## config.mk

```make
export PLATFORM = sky130hd
export DESIGN_NAME = fp_product_accumulator_flat
export DESIGN_NICKNAME = d
export VERILOG_FILES = /design/src/rtl/fp32_pkg.sv /design/src/rtl/fp_product_accumulator_if.sv /design/src/rtl/fp32_lzc.sv /design/src/rtl/fp_product_accumulator.sv /design/src/flat_wrapper.sv
export SDC_FILE = /design/constraint.sdc
export NUM_CORES = 1
export LEC_CHECK = 0
export ABC_AREA = 1
export CAP_MARGIN = 10
export CELL_PAD_IN_SITES_DETAIL_PLACEMENT = 2
export CELL_PAD_IN_SITES_GLOBAL_PLACEMENT = 2
export CORE_MARGIN = 5
export CORE_UTILIZATION = 39
export DETAILED_ROUTE_END_ITERATION = 8
export GPL_TIMING_DRIVEN = 0
export PLACE_DENSITY = 0.84
export SKIP_LAST_GASP = 1
export SLEW_MARGIN = 15
export SYNTH_ARGS = -nofsm -noshare
export SYNTH_HDL_FRONTEND = slang
export SYNTH_SLANG_ARGS = --single-unit
```

## constraint.sdc

```tcl
create_clock -name clk -period 15.1 [get_ports clk]
set_clock_uncertainty 0.05 [all_clocks]
set_input_delay 3.775 -clock clk [delete_from_list [all_inputs] [get_ports clk]]
set_output_delay 3.775 -clock clk [all_outputs]
set_load 0.02 [all_outputs]
```

## src/rtl/fp32_pkg.sv

```systemverilog
// Shared FP32 definitions for the product accumulator: field layout, special
// encodings, FSM state codes and pack/unpack helpers.
package fp32_pkg;
    localparam int unsigned XLEN    = 32;
    localparam int unsigned EXP_W   = 8;
    localparam int unsigned FRAC_W  = 23;
    localparam int unsigned MANT_W  = 24;
    localparam int unsigned SUM_W   = 25;
    localparam int unsigned LZ_W    = 5;
    localparam int unsigned BIAS    = 127;
    localparam int unsigned EXP_MAX = 255;

    localparam logic [XLEN-1:0] QNAN = 32'h7FC0_0000;

    localparam logic [2:0] ST_IDLE  = 3'd0;
    localparam logic [2:0] ST_ALIGN = 3'd1;
    localparam logic [2:0] ST_ADD   = 3'd2;
    localparam logic [2:0] ST_NORM  = 3'd3;
    localparam logic [2:0] ST_WRITE = 3'd4;

    typedef struct packed {
        logic              sign;
        logic [EXP_W-1:0]  exp;
        logic [FRAC_W-1:0] frac;
    } fp32_t;

    function automatic fp32_t unpack(input logic [XLEN-1:0] word);
        return fp32_t'(word);
    endfunction

    function automatic logic [XLEN-1:0] pack(input logic sign, input logic [EXP_W-1:0] exp,
                                             input logic [FRAC_W-1:0] frac);
        return {sign, exp, frac};
    endfunction
endpackage

```

## src/rtl/fp_product_accumulator_if.sv

```systemverilog
// Product input handshake plus accumulator result/status bundle.
interface fp_product_accumulator_if;
    import fp32_pkg::*;

    logic            clear;
    logic            in_valid;
    logic            in_ready;
    logic [XLEN-1:0] in_data;
    logic [XLEN-1:0] acc_out;
    logic            out_valid;
    logic            busy;
    logic            overflow;
    logic            underflow;
    logic            exception;

    modport master (
        output clear, in_valid, in_data,
        input  in_ready, acc_out, out_valid, busy, overflow, underflow, exception
    );

    modport slave (
        input  clear, in_valid, in_data,
        output in_ready, acc_out, out_valid, busy, overflow, underflow, exception
    );
endinterface

```

## src/rtl/fp32_lzc.sv

```systemverilog
// Combinational leading-zero counter over the 25-bit adder result (25 when all zero).
module fp32_lzc
    import fp32_pkg::*;
(
    input  logic [SUM_W-1:0] value,
    output logic [LZ_W-1:0]  count
);
    logic found;

    always_comb begin
        count = LZ_W'(SUM_W);
        found = 1'b0;
        for (int i = SUM_W - 1; i >= 0; i--) begin
            if (!found && value[i]) begin
                count = LZ_W'(SUM_W - 1 - i);
                found = 1'b1;
            end
        end
    end
endmodule

```

## src/rtl/fp_product_accumulator.sv

```systemverilog
// Running FP32 accumulator: four-stage align/add/normalise/write sequence,
// truncating rounding, flush-to-zero denormals and sticky status flags.
module fp_product_accumulator
    import fp32_pkg::*;
(
    input  logic clk,
    input  logic rst,
    fp_product_accumulator_if.slave bus
);
    logic [2:0]        state, state_nx;
    fp32_t             op_a, op_b;
    logic              al_sign, al_sub;
    logic [EXP_W-1:0]  al_exp;
    logic [MANT_W-1:0] al_big, al_small;
    logic              sum_sign;
    logic [EXP_W-1:0]  sum_exp;
    logic [SUM_W-1:0]  sum_mant;
    logic              nrm_sign, nrm_zero;
    logic [9:0]        nrm_exp;
    logic [FRAC_W-1:0] nrm_frac;
    logic [XLEN-1:0]   acc;
    logic              out_valid, overflow, underflow, exception;
    logic              transfer;

    assign bus.in_ready  = (state == ST_IDLE) && !bus.clear;
    assign transfer      = bus.in_valid && bus.in_ready;
    assign bus.busy      = (state != ST_IDLE);
    assign bus.acc_out   = acc;
    assign bus.out_valid = out_valid;
    assign bus.overflow  = overflow;
    assign bus.underflow = underflow;
    assign bus.exception = exception;

    always_ff @(posedge clk or posedge rst) begin
        if (rst) state <= ST_IDLE;
        else     state <= state_nx;
    end

    always_comb begin
        state_nx = state;
        if (bus.clear) begin
            state_nx = ST_IDLE;
        end else begin
            case (state)
                ST_IDLE:  if (transfer) state_nx = ST_ALIGN;
                ST_ALIGN: state_nx = ST_ADD;
                ST_ADD:   state_nx = ST_NORM;
                ST_NORM:  state_nx = ST_WRITE;
                ST_WRITE: state_nx = ST_IDLE;
                default:  state_nx = ST_IDLE;
            endcase
        end
    end

    // Alignment: zero-exponent operands are flushed, larger magnitude becomes the base.
    logic              a_big;
    logic [MANT_W-1:0] a_mant, b_mant, small_mant;
    logic [EXP_W-1:0]  big_exp, diff;

    always_comb begin
        a_mant     = (op_a.exp != '0) ? {1'b1, op_a.frac} : '0;
        b_mant     = (op_b.exp != '0) ? {1'b1, op_b.frac} : '0;
        a_big      = {op_a.exp, a_mant} >= {op_b.exp, b_mant};
        big_exp    = a_big ? op_a.exp : op_b.exp;
        diff       = a_big ? (op_a.exp - op_b.exp) : (op_b.exp - op_a.exp);
        small_mant = a_big ? b_mant : a_mant;
        if (diff >= 8'd25) small_mant = '0;
        else               small_mant = small_mant >> diff;
    end

    // Normalisation: carry shifts right, otherwise shift the leading one up to bit 23.
    logic [LZ_W-1:0]   lz;
    logic [9:0]        nrm_exp_c;
    logic [FRAC_W-1:0] nrm_frac_c;

    fp32_lzc u_lzc (
        .value (sum_mant),
        .count (lz)
    );

    always_comb begin
        if (sum_mant[SUM_W-1]) begin
            nrm_exp_c  = {2'b00, sum_exp} + 10'd1;
            nrm_frac_c = sum_mant[SUM_W-2:1];
        end else begin
            nrm_exp_c  = {2'b00, sum_exp} + 10'd1 - {5'b00000, lz};
            nrm_frac_c = FRAC_W'(sum_mant << (lz - 5'd1));
        end
    end

    logic            ovf_c, unf_c;
    logic [XLEN-1:0] result_c;

    always_comb begin
        ovf_c = !nrm_zero && ($signed(nrm_exp) >= 10'sd255);
        unf_c = !nrm_zero && ($signed(nrm_exp) <= 10'sd0);
        if (exception)     result_c = QNAN;
        else if (nrm_zero) result_c = '0;
        else if (ovf_c)    result_c = pack(nrm_sign, 8'hFF, '0);
        else if (unf_c)    result_c = '0;
        else               result_c = pack(nrm_sign, nrm_exp[EXP_W-1:0], nrm_frac);
    end

    always_ff @(posedge clk or posedge rst) begin
        if (rst) begin
            op_a      <= '0;
            op_b      <= '0;
            al_sign   <= 1'b0;
            al_sub    <= 1'b0;
            al_exp    <= '0;
            al_big    <= '0;
            al_small  <= '0;
            sum_sign  <= 1'b0;
            sum_exp   <= '0;
            sum_mant  <= '0;
            nrm_sign  <= 1'b0;
            nrm_zero  <= 1'b0;
            nrm_exp   <= '0;
            nrm_frac  <= '0;
            acc       <= '0;
            out_valid <= 1'b0;
            overflow  <= 1'b0;
            underflow <= 1'b0;
            exception <= 1'b0;
        end else if (bus.clear) begin
            acc       <= '0;
            out_valid <= 1'b0;
            overflow  <= 1'b0;
            underflow <= 1'b0;
            exception <= 1'b0;
        end else begin
            out_valid <= (state == ST_WRITE);
            case (state)
                ST_IDLE: if (transfer) begin
                    op_a <= unpack(bus.in_data);
                    op_b <= unpack(acc);
                    if (unpack(bus.in_data).exp == 8'hFF) exception <= 1'b1;
                end
                ST_ALIGN: begin
                    al_sign  <= a_big ? op_a.sign : op_b.sign;
                    al_sub   <= op_a.sign ^ op_b.sign;
                    al_exp   <= big_exp;
                    al_big   <= a_big ? a_mant : b_mant;
                    al_small <= small_mant;
                end
                ST_ADD: begin
                    sum_sign <= al_sign;
                    sum_exp  <= al_exp;
                    sum_mant <= al_sub ? ({1'b0, al_big} - {1'b0, al_small})
                                       : ({1'b0, al_big} + {1'b0, al_small});
                end
                ST_NORM: begin
                    nrm_sign <= sum_sign;
                    nrm_zero <= (sum_mant == '0);
                    nrm_exp  <= nrm_exp_c;
                    nrm_frac <= nrm_frac_c;
                end
                ST_WRITE: begin
                    acc       <= result_c;
                    overflow  <= overflow  | (ovf_c & !exception);
                    underflow <= underflow | (unf_c & !exception);
                end
                default: ;
            endcase
        end
    end
endmodule
```

## src/flat_wrapper.sv

```systemverilog
// flat-port wrapper written by rule: the top's interface ports become plain ports
module fp_product_accumulator_flat import fp32_pkg::*;
  (clk, rst, bus_clear, bus_in_valid, bus_in_data, bus_in_ready, bus_acc_out, bus_out_valid, bus_busy, bus_overflow, bus_underflow, bus_exception);
  fp_product_accumulator_if bus_i ();
  input  logic clk;
  input  logic rst;
  input wire logic [$bits(bus_i.clear)-1:0] bus_clear;
  input wire logic [$bits(bus_i.in_valid)-1:0] bus_in_valid;
  input wire logic [$bits(bus_i.in_data)-1:0] bus_in_data;
  output wire logic [$bits(bus_i.in_ready)-1:0] bus_in_ready;
  output wire logic [$bits(bus_i.acc_out)-1:0] bus_acc_out;
  output wire logic [$bits(bus_i.out_valid)-1:0] bus_out_valid;
  output wire logic [$bits(bus_i.busy)-1:0] bus_busy;
  output wire logic [$bits(bus_i.overflow)-1:0] bus_overflow;
  output wire logic [$bits(bus_i.underflow)-1:0] bus_underflow;
  output wire logic [$bits(bus_i.exception)-1:0] bus_exception;
  assign bus_i.clear = bus_clear;
  assign bus_i.in_valid = bus_in_valid;
  assign bus_i.in_data = bus_in_data;
  assign bus_in_ready = bus_i.in_ready;
  assign bus_acc_out = bus_i.acc_out;
  assign bus_out_valid = bus_i.out_valid;
  assign bus_busy = bus_i.busy;
  assign bus_overflow = bus_i.overflow;
  assign bus_underflow = bus_i.underflow;
  assign bus_exception = bus_i.exception;
  fp_product_accumulator u_core (.clk(clk), .rst(rst), .bus(bus_i));
endmodule
```

==> impl_metrics.yaml, run 1 <==
placement:
  pre_cts_slack_ns: 5.77
  port-buffer-count: 73
  dpl_cell_area_um2: 17600
  place_congestion: 0.898
  dp_hpwl_um: 55700
floorplanning:
  initial_core_util_pct: 39.5
  coreArea_um2: 40800
  dieArea_um2: 45500
  die_w_um: 213
  row_count: 74
  ios: 74
  die_y_um: 213
clock_tree:
  cts_root_buf: "clkbuf_16"
  worstSkewPairLatency_ns: 0.60
  cts_buffers: 28
  clock_sinks: 230
  clockBufferDepth: 3
  hold_buffers: 0
  clkTransAtPathRegs_ns: 0.06
  cts_resized: 0
  cts_tree: "yes"
  cts_max_level: 1
  post_cts_buffers: 0
synth:
  netlist_area_um2: 16100
  synth-simple-area-share_pct: 30.3
  synth_top_family_by_area: "simple AND/OR/NAND/NOR gates"
  async_flop_share_pct: 100
  ys_ff_latch: 230
  synthMuxAreaShare_pct: 0.0621
  netlist-cell-type-count: 64
  syn-mean-instance-area_um2: 7.16
  ys_warn_count: 0
  syn_inst: 2251
  synth_nets: 2362
  synthXorXnorAreaFrac_pct: 3.11
  synth-main-ff-cell: "dfrtp_1"
  synth-compound-area-share_pct: 15.8
  yosysSeqAreaShare_pct: 35.7
  synth_fa_ha_area_share_pct: 6.01
  synth_edf_count: 0
route:
  vias: 17000
  routed_wl_um: 74200
  drc: 0
  first_pass_iters: 5
  drt_iter0_markers: 1116
  vias_per_cell: 5.86
  wl_per_cell_um: 25.5
  ant_nets: 0
timing:
  hold_viol_final: 0
  grt_setup_unrepaired: "false"
  fin_crit_ns: 9.39
  worst_pin_slew_ns: 0.888
  setup-tns-final_ns: 0
  setup_ws_ns: 5.71
  setup_viol: 0
  fmax_ghz: 0.107
  maxSlewHeadroom_pct: 40.8
  finalCritPeriodShare_pct: 62.2
  whs_ns: 0.443
  slew_violations: 0
worst_setup_path:
  cp.arrival_ns: 5.56
  cp-end-kind: "primary output"
  crit_path_max_incr_delay_ns: 0.65
  cp-start-kind: "primary input"
  cp_data_required_time_ns: 11.28
  crit_path_cell_trace: "clkdlybuf4s50_1 > nor2_1 > inv_1 > nor2_1 > clkdlybuf4s50_1"
  cpMaxStageDelayCell: "clkdlybuf4s50_1"
  worstSetupPathType: "primary input to primary output"
  cp_max_fo: 4
final_layout:
  fin_nets: 2468
  layout_commonest_cell: "nand2_1"
  synthToLayoutAreaGrowth_pct: 15.0
  drive_gt1_share_pct: 6.94
  design_area_um2: 18500
  num-fill-cells: 4852
  most-common-layout-cells: "571 x nand2_1, 264 x nand3_1, 238 x inv_1"
  num_antenna_cells: 0
global_route:
  use_met3_pct: 3.26
  met1_usage_pct: 41.4
  grt_max_degree: 105
  grtUsageTotal_pct: 32.5
  antenna_found_initial: 0
  grt_overflow: 0
  grt_pass1_wl_um: 114000
  top_usage_layer: "met2"
  grt_util_met2_pct: 57.0
  grt_pass1_vias: 18700
min_path:
  hold_class: "register to register"
flow_run:
  drv_cap: 0
status:
  status: "completed"
metal layers:
layer	vias up	share of wire, %
met5	-	0
met4	0	4.7
met3	161	3.8
met2	440	49
met1	8712	42
li1	7716	-
cells in the mapped netlist (all sizes together), types with 4 or more instances:
library cell / n / area [um^2]
a21oi: 133 / 696
clkbuf: 68 / 256
o22ai: 42 / 263
o211ai: 13 / 97.6
o21bai: 4 / 30.0
buf: 39 / 264
xor2: 38 / 370
a31oi: 10 / 90.1
o21ai: 219 / 1100
fa: 4 / 80.1
dfrtp: 230 / 5760
o32ai: 4 / 35.0
nand3: 281 / 1520
ha: 71 / 888
a21o: 7 / 52.6
or2: 13 / 81.3
nor2: 135 / 576
nor3: 22 / 136
inv: 247 / 927
nand4: 39 / 250
xnor2: 15 / 131
nor4: 5 / 31.3
nand2: 585 / 2260
a22oi: 4 / 40.0
flip-flops by register name, summed over array words and instances, names as in the netlist:
signal / cells
u_core.al_sign: 1
u_core.op_a: 32
u_core.bus.overflow: 1
u_core.sum_mant: 25
u_core.state: 3
u_core.nrm_frac: 23
u_core.bus.acc_out: 32
u_core.sum_sign: 1
u_core.bus.exception: 1
u_core.al_sub: 1
u_core.al_big: 24
u_core.nrm_zero: 1
u_core.sum_exp: 8
u_core.op_b: 32
u_core.al_small: 24
u_core.al_exp: 8
u_core.bus.out_valid: 1
u_core.bus.underflow: 1
u_core.nrm_sign: 1
u_core.nrm_exp: 10
kinds of logic after synthesis:
logic type      count (synthesis)
fa+ha+maj                      75
simple gates                 1083
buf+inv                       357
xor+xnor                       53
compound gates                452
mux                             1
flops                         230
worst paths after layout:
path	from	endpoint	slack [ns]	depth (start not counted)
max in group asynchronous	rst	u_core.al_small[12]	10.09	4
min in group asynchronous	rst	u_core.nrm_exp[0]	3.56	2
setup reg to reg	u_core.op_a[24]	u_core.al_small[1]	9.78	24
hold reg to reg	u_core.op_b[14]	u_core.op_b[14]	0.44	2
hold / removal	u_core.op_b[14]	u_core.op_b[14]	0.44	2
setup / recovery	bus_clear	bus_in_ready	5.71	5
critical path: cells and delay by family:
| family | cells | cell delay (ns) |
|---|---|---|
| buffers and inverters | 3 | 1.30 |
| AND/OR/NAND/NOR | 2 | 0.49 |
cell type report:
| type | count | area (um^2) | share of cell area [%] |
|---|---|---|---|
| multi-input combinational | 1664 | 8910 | 48.1 |
| clock inverter | 8 | 96.3 | 0.520 |
| timing repair buffer | 76 | 793 | 4.28 |
| clock buffer | 41 | 850 | 4.58 |
| inverter | 250 | 946 | 5.10 |
| tap | 532 | 666 | 3.59 |
| buffer | 107 | 520 | 2.81 |
| sequential | 230 | 5760 | 31.0 |
stage by stage:
stage | utilization, % | cells
global placement | 42.9 | 2856
finish | 45.4 | 2908
CTS | 45.4 | 2908
detailed placement | 43.1 | 2859
floorplan | - | 2251
global route | 45.4 | 2908
Power of run 1 is not shown: default switching activity piles up to over one toggle a cycle in this logic, so the estimate is an artifact.
==> run 2: changes to the inputs <==
CORE_UTILIZATION = 32   (was 39)
PLACE_DENSITY = 0.74   (was 0.84)
clock period = 7.9 ns   (was 15.1 ns; I/O delays follow)
==> impl_metrics.yaml, run 2 (synthesized netlist as in run 1, its figures left out) <==
clock_tree:
  clock_sinks: 230
  cts_max_level: 1
  clockBufferDepth: 3
  cts_root_buf: "clkbuf_16"
  worstSkewPairLatency_ns: 0.59
  cts_buffers: 28
  clkTransAtPathRegs_ns: 0.06
  post_cts_buffers: 0
  cts_tree: "yes"
  hold_buffers: 0
  cts_resized: 0
final_layout:
  design_area_um2: 18800
  most-common-layout-cells: "571 x nand2_1, 264 x nand3_1, 238 x inv_1"
  layout_commonest_cell: "nand2_1"
  seq_area_um2: 5760
  num_antenna_cells: 0
  fin_nets: 2473
  drive_gt1_share_pct: 7.13
  num-fill-cells: 5976
  multi_input_area_um2: 8910
  synthToLayoutAreaGrowth_pct: 16.7
min_path:
  min_path_cells: 1
  hp-start: "u_core.state[0]"
  hold_class: "register to register"
timing:
  setup-tns-final_ns: 0
  grt_setup_unrepaired: "false"
  hold_viol_final: 0
  fmax_ghz: 0.171
  maxSlewHeadroom_pct: 38.9
  whs_ns: 0.433
  setup_ws_ns: 2.05
  setup_viol: 0
  finalCritPeriodShare_pct: 74.0
  slew_violations: 0
  fin_crit_ns: 5.85
  worst_pin_slew_ns: 0.907
worst_setup_path:
  cp_data_required_time_ns: 5.88
  crit_cells: 5
  cp.arrival_ns: 3.82
  worst-path-buf-inv: 3
  crit_path_max_incr_delay_ns: 0.66
  crit_path_cell_trace: "clkdlybuf4s50_1 > nor2_1 > inv_1 > nor2_1 > clkdlybuf4s50_1"
  cp-end-kind: "primary output"
  cp_max_fo: 4
  crit_start: "bus_clear"
  r2r_start: "u_core.op_a[24]"
  worstSetupPathType: "primary input to primary output"
  cp-start-kind: "primary input"
  worstRegToRegCells: 23
  critical_path.top_delay_family: "buffers and inverters"
  cpMaxStageDelayCell: "clkdlybuf4s50_1"
floorplanning:
  die_y_um: 234
  ios: 74
  coreArea_um2: 50000
  initial_core_util_pct: 32.3
  row_count: 82
  dieArea_um2: 55000
  die_w_um: 234
route:
  ant_nets: 0
  drt_iter0_markers: 1025
  vias: 16300
  first_pass_iters: 7
  vias_per_cell: 5.35
  wl_per_cell_um: 22.7
  routed_wl_um: 69400
  drc: 0
global_route:
  grt_max_degree: 36
  antenna_found_initial: 0
  grtUsageTotal_pct: 25.2
  grt_pass1_wl_um: 108000
  grt_overflow: 0
  grt_pass1_vias: 18200
placement:
  port-buffer-count: 73
  dp_hpwl_um: 56200
  place_congestion: 0.880
  dpl_cell_area_um2: 17900
  pre_cts_slack_ns: 2.06
flow_run:
  drv_cap: 0
status:
  status: "completed"
==> run 2: stage by stage <==
step,instances,util [%]
floorplan,2251,-
global placement,2996,35.4
detailed placement,3004,35.7
CTS,3055,37.6
global route,3055,37.6
finish,3055,37.6
==> run 2: worst reg2reg max path, delay by kind of cell (launching register included) <==
family	cells	cell delay, ns
and+or+nand+nor	17	3.24
buffers and inverters	3	0.83
DFF	1	0.42
AOI/OAI and AO/OA	2	0.39
adders and majority gates	1	0.38
==> run 2: layout make-up <==
| type | count | share of cell area [%] |
|---|---|---|
| buffer | 107 | 2.77 |
| clock buffer | 42 | 4.48 |
| clock inverter | 9 | 0.585 |
| inverter | 250 | 5.01 |
| multi-input combinational | 1664 | 47.4 |
| sequential | 230 | 30.6 |
| tap | 672 | 4.47 |
| timing repair buffer | 81 | 4.71 |
==> run 2: final timing paths <==
kind / endpoint / slack [ns]
worst min-delay path: u_core.state[0] / 0.43
worst max register to register: u_core.al_small[1] / 2.53
min in group asynchronous: u_core.bus.underflow / 1.83
worst max-delay path: bus_in_ready / 2.05
worst min register to register: u_core.state[0] / 0.43
max in group asynchronous: u_core.al_small[16] / 4.81
==> run 2: metal layers <==
layer | vias up | routed length, um | GRT usage, %
li1 | 7703 | - | -
met1 | 8320 | 31700 | 33.2
met2 | 218 | 33600 | 43.7
met3 | 97 | 1730 | 2.52
met4 | 0 | 2430 | 7.86
met5 | - | 0 | 0
Power of run 2 is left out for the same reason.
